<file path="src/rtl/sum_uart_tx.sv">
// Sum FIFO feeding an 8N1 UART transmitter (8E1 when SUM_UART_PARITY_EN is defined).
// Strobed sums are queued, then framed back-to-back on a registered tx line.
module sum_uart_tx #(
  parameter int CLKS_PER_BIT = 16,
  parameter int FIFO_DEPTH   = 4
) (
  input  logic       clk,
  input  logic       rst_n,
  input  logic       ena,
  input  logic [7:0] sum_in,
  input  logic       sum_strobe,
  input  logic       clr_ovf,
  output logic       tx,
  output logic       busy,
  output logic [3:0] fifo_count,
  output logic       overflow
);

  localparam int PW = (FIFO_DEPTH > 1) ? $clog2(FIFO_DEPTH) : 1;

  typedef enum logic [2:0] {
    IDLE,
    START,
    DATA,
`ifdef SUM_UART_PARITY_EN
    PARITY,
`endif
    STOP
  } state_t;

  // FIFO storage and bookkeeping
  logic [7:0]    mem_q [FIFO_DEPTH];
  logic [PW-1:0] wr_ptr_q, rd_ptr_q;
  logic [3:0]    count_q, count_d;
  logic          ovf_q, ovf_d;
  logic          full, empty, push_req, push, pop, drop;
  logic [7:0]    head;

  // Transmitter
  state_t        state_q, state_d;
  logic [7:0]    baud_q, baud_d;
  logic [2:0]    bit_q, bit_d;
  logic [7:0]    shreg_q, shreg_d;
  logic          tx_q, tx_d;
  logic          bit_done;
`ifdef SUM_UART_PARITY_EN
  logic          par_q, par_d;
`endif

  assign full     = (count_q == 4'(FIFO_DEPTH));
  assign empty    = (count_q == 4'd0);
  assign head     = mem_q[rd_ptr_q];
  assign push_req = sum_strobe & ena;
  // A pop on the same edge frees a slot, so a full FIFO can still accept.
  assign push     = push_req & (~full | pop);
  assign drop     = push_req & full & ~pop;

  always_comb begin
    count_d = count_q;
    case ({push, pop})
      2'b10:   count_d = count_q + 4'd1;
      2'b01:   count_d = count_q - 4'd1;
      default: count_d = count_q;
    endcase
  end

  always_comb begin
    ovf_d = ovf_q;
    if (drop)         ovf_d = 1'b1;
    else if (clr_ovf) ovf_d = 1'b0;
  end

  always_ff @(posedge clk) begin
    if (push) mem_q[wr_ptr_q] <= sum_in;
  end

  always_ff @(posedge clk or negedge rst_n) begin
    if (!rst_n) begin
      wr_ptr_q <= '0;
      rd_ptr_q <= '0;
      count_q  <= '0;
      ovf_q    <= 1'b0;
    end else begin
      if (push) wr_ptr_q <= wr_ptr_q + PW'(1);
      if (pop)  rd_ptr_q <= rd_ptr_q + PW'(1);
      count_q <= count_d;
      ovf_q   <= ovf_d;
    end
  end

  assign bit_done = (baud_q == 8'(CLKS_PER_BIT - 1));

  always_comb begin
    state_d = state_q;
    baud_d  = baud_q + 8'd1;
    bit_d   = bit_q;
    shreg_d = shreg_q;
    pop     = 1'b0;
`ifdef SUM_UART_PARITY_EN
    par_d   = par_q;
`endif
    case (state_q)
      IDLE: begin
        baud_d = '0;
        if (!empty) begin
          pop     = 1'b1;
          shreg_d = head;
`ifdef SUM_UART_PARITY_EN
          par_d   = ^head;
`endif
          state_d = START;
        end
      end
      START: begin
        if (bit_done) begin
          baud_d  = '0;
          bit_d   = '0;
          state_d = DATA;
        end
      end
      DATA: begin
        if (bit_done) begin
          baud_d  = '0;
          shreg_d = shreg_q >> 1;
          bit_d   = bit_q + 3'd1;
          if (bit_q == 3'd7) begin
`ifdef SUM_UART_PARITY_EN
            state_d = PARITY;
`else
            state_d = STOP;
`endif
          end
        end
      end
`ifdef SUM_UART_PARITY_EN
      PARITY: begin
        if (bit_done) begin
          baud_d  = '0;
          state_d = STOP;
        end
      end
`endif
      STOP: begin
        if (bit_done) begin
          baud_d = '0;
          // Chain straight into the next frame so the line never idles.
          if (!empty) begin
            pop     = 1'b1;
            shreg_d = head;
`ifdef SUM_UART_PARITY_EN
            par_d   = ^head;
`endif
            state_d = START;
          end else begin
            state_d = IDLE;
          end
        end
      end
      default: state_d = IDLE;
    endcase
  end

  // tx is a registered image of the current state, lagging it by one cycle.
  always_comb begin
    tx_d = 1'b1;
    case (state_q)
      START:   tx_d = 1'b0;
      DATA:    tx_d = shreg_q[0];
`ifdef SUM_UART_PARITY_EN
      PARITY:  tx_d = par_q;
`endif
      default: tx_d = 1'b1;
    endcase
  end

  always_ff @(posedge clk or negedge rst_n) begin
    if (!rst_n) begin
      state_q <= IDLE;
      baud_q  <= '0;
      bit_q   <= '0;
      shreg_q <= '0;
      tx_q    <= 1'b1;
`ifdef SUM_UART_PARITY_EN
      par_q   <= 1'b0;
`endif
    end else begin
      state_q <= state_d;
      baud_q  <= baud_d;
      bit_q   <= bit_d;
      shreg_q <= shreg_d;
      tx_q    <= tx_d;
`ifdef SUM_UART_PARITY_EN
      par_q   <= par_d;
`endif
    end
  end

  assign tx         = tx_q;
  assign busy       = (state_q != IDLE);
  assign fifo_count = count_q;
  assign overflow   = ovf_q;

endmodule
</file>
<file path="config.mk">
export PLATFORM = sky130hd
export DESIGN_NAME = sum_uart_tx
export DESIGN_NICKNAME = d
export VERILOG_FILES = /design/src/rtl/sum_uart_tx.sv
export SDC_FILE = /design/constraint.sdc
export NUM_CORES = 1
export LEC_CHECK = 0
export ABC_AREA = 1
export BUFFER_PORTS_ARGS = -buffer_cell sky130_fd_sc_hd__buf_4
export CAP_MARGIN = 5
export CELL_PAD_IN_SITES_DETAIL_PLACEMENT = 0
export CELL_PAD_IN_SITES_GLOBAL_PLACEMENT = 2
export CORE_UTILIZATION = 42
export DETAILED_ROUTE_END_ITERATION = 7
export PLACE_DENSITY_LB_ADDON = 0.1
export SETUP_SLACK_MARGIN = 0.05
export SYNTH_ARGS = -nofsm -noshare
export SYNTH_HDL_FRONTEND = slang
export SYNTH_SLANG_ARGS = --single-unit
</file>
<file path="constraint.sdc">
create_clock -name clk -period 3.7 [get_ports clk]
set_clock_uncertainty 0.1 [all_clocks]
set_input_delay 0.74 -clock clk [delete_from_list [all_inputs] [get_ports clk]]
set_output_delay 0.74 -clock clk [all_outputs]
set_load 0.03 [all_outputs]
</file>
==> summary.md <==
| Metric | Value |
|---|---|
| Worst setup path class | `flop to flop` |
| Number of diodes | `0` |
| R2R Setup Slk | `1.05 ns` |
| Clock share of power | `24.6%` |
| Drt wl/cell | `13.0 µm` |
| GP Congestion | `0.739` |
| Non-Filler Instances | `399` |
| Max Cap Viol | `0` |
| Root Buffer | `clkbuf_8` |
| Area after DPL | `3130 µm²` |
| Mapped Avg Cell Area | `9.98 µm²` |
| FF+latch count, synth | `63` |
| Post-Syn Instances | `292` |
| Hold_ws | `0.222 ns` |
| CORE AREA | `6530 µm²` |
| Initial Util | `44.6%` |
| CTS tree | `done` |
| Power Internal | `1.77 mW` |
| Synth-to-layout area growth | `15.8%` |
| Synth area leaders | `edfxtp_1 (33%), dfrtp_1 (26%), nand2_1 (9.9%)` |
| Share of cells above drive strength 1 | `13.7%` |
| Die Y | `85.3 µm` |
| Slew of the pin with the lowest slew margin | `0.757 ns` |
| Post-Syn Nets | `320` |
| Number of remaining DRC errors | `0` |
| Area fraction of the dominant cell type after synthesis | `33.0%` |
| Placed cells | `383` |
| First-pass GRT wire length | `8600 µm` |
| Critical Path Start Type | `flop` |
| PwrDens | `866 nW/µm²` |
| Metal-1 WL | `2640 µm` |
| Number of I/O port buffers | `19` |
| Post-CTS setup buffer count | `0` |
| Unrepaired setup endpoints after global routing | `no` |
| Combinational Power Share | `38.1%` |
| Vias | `1935` |
| Leakage | `1.52 nW` |
| Peak VDD IR | `435 µV` |
| Post-synth top cells | `nand2_1 (77), edfxtp_1 (32), dfrtp_1 (30), nor2_1 (30), inv_1 (26)` |
| Fillcell total | `591` |
| Synth cell types | `29` |
| Mapped Area | `2920 µm²` |
| Post-route cell area | `3380 µm²` |
| DR WL met2 | `2320 µm` |
| Overflow after GRT | `0` |
| Min-delay worst type | `input pin to async pin` |
| Max frequency | `377 MHz` |
| GRT Total Usage | `15.6%` |
| Htree depth | `3` |
| Worst rel slew slack | `49.3%` |
| Clk buf depth | `2` |
| Placed wire-length estimate | `3560 µm` |
| Status | `completed` |
| Crit end category | `flop` |
| DR WL met3 | `168 µm` |
| Util after Layout | `51.7%` |
| Hold buffer count at cts | `0` |
| Via density per instance | `4.85` |
| Final Cycle Share | `71.7%` |
| Initial antenna violation count | `0` |
| Min setup slack post-route | `1.05 ns` |
| Setup TNS | `0 ns` |
| Max-slew violations | `0` |
| Post-route ant nets | `0` |
| Most frequent cell after synthesis | `nand2_1` |
| Worst Path Required | `3.81 ns` |
| I/O pins | `20` |
| Top sig layer | `met4` |
| Vias in the first global route | `1813` |
| Clk sinks | `63` |
| Sequential share of power | `37.3%` |
| Drt pass-1 iters | `4` |
| Tot Pwr | `2.92 mW` |
| Post-synth EDFFs | `32` |
| PostCTS Resize Cnt | `0` |
| Largest area contributor in the netlist | `edfxtp_1` |
| Die ar. | `7280 µm²` |
| Row count | `29` |
| Final Setup Violations | `0` |
| Worst-skew pair later-pin latency | `0.33 ns` |
| CTS Buf Count | `9` |
| Sw frac | `39.4%` |
| Post-Place Worst Slack | `1.04 ns` |
| Die Wd | `85.3 µm` |
| Crit path time final | `2.65 ns` |
| NumNets Final | `345` |
| Arrival time worst endpoint | `2.76 ns` |
| Yosys warns | `0` |
| Net Switching | `1.15 mW` |
| Drt total wl | `5180 µm` |
| Worst-path fanout max | `8` |
| Reg clk slew, reported paths | `0.08 ns` |
| Hold Violations, Final | `0` |
| Asr flop ratio synth | `49.2%` |
| Pin count of the biggest net entering global routing | `32` |
| Register area share after synthesis | `59.6%` |
| Starting DRC count in detailed routing | `44` |
| Ys flop type | `edfxtp_1` |
[cell type report]
type | instances | area [µm²] | area share, %
inverters | 27 | 104 | 3.08
clock inverters | 7 | 120 | 3.56
clock buffers | 9 | 124 | 3.67
repair buffers | 19 | 143 | 4.22
flip-flops and latches | 63 | 1740 | 51.5
well taps | 77 | 96.3 | 2.85
multi-input cells | 197 | 1050 | 31.2
[per-layer routing]
metal  GRT usage [%]  vias to the layer above
li1                -                     1018
met1            20.9                      881
met2            24.5                       30
met3            4.67                        6
met4            5.00                        0
met5               0                        -
[layout by cell type, fill, tap and decap left out, types with 4 or more instances in the layout]
cell type	Yosys	final
nand3_1	12	12
o21ai_0	21	21
a21oi_1	4	4
edfxtp_1	32	32
nor2_1	30	30
inv_1	26	26
dfrtp_1	30	30
xor2_1	5	5
buf_4	0	19
ha_1	15	15
nand2_1	77	77
o22ai_1	9	9
clkbuf_8	0	9
[flip-flops by register name (all words and copies together), names as in the netlist]
register    flops
state_q         2
fifo_count      4
shreg_q         8
wr_ptr_q        2
tx              1
overflow        1
rd_ptr_q        2
bit_q           3
baud_q          8
mem_q          32
[path summary, 6_finish.rpt]
| check | start | end | cells after the start |
|---|---|---|---|
| max | baud_q[0] | fifo_count[2] | 14 |
| min | rst_n | shreg_q[4] | 1 |
| max reg2reg | baud_q[0] | fifo_count[2] | 14 |
| min reg2reg | baud_q[0] | baud_q[0] | 1 |
| max in group asynchronous | rst_n | tx | 1 |
| min in group clk | baud_q[0] | baud_q[0] | 1 |
[cells by family (layout without fill, tap and decap cells)]
kind of cell / after synthesis / count (layout) / synth area share [%]
xor gates and xnor gates: 8 / 8 / 2.40
adders and majority gates: 15 / 15 / 6.44
DFF: 63 / 63 / 59.6
and+or+nand+nor: 135 / 135 / 20.0
AOI/OAI and AO/OA: 39 / 39 / 7.30
buffers and inverters: 32 / 62 / 4.29
[power groups by stage]
| stage | combinational, mW | sequential (mW) | clock (mW) |
|---|---|---|---|
| 6_report | 1.11 | 1.09 | 0.720 |
| 5_1_grt | 1.28 | 1.12 | 0.770 |
| 4_1_cts | 1.13 | 1.09 | 0.739 |
| 3_5_place_dp | 1.12 | 1.11 | 0 |
| 3_3_place_gp | 1.12 | 1.11 | 0 |
| 2_1_floorplan | 0.826 | 1.10 | 0 |
[worst max-delay path, stage by stage (launching register included)]
cell,delay [ns]
dfrtp_1,0.37
ha_1,0.21
nand3_2,0.14
nor2_4,0.21
nand2_1,0.08
nand2_1,0.07
nand2_1,0.12
nand2_2,0.13
nand2_2,0.12
ha_1,0.27
xor2_1,0.18
ha_1,0.19
a21oi_1,0.14
xor2_1,0.14
o21ai_0,0.08
(Power assumes the default switching activity.)
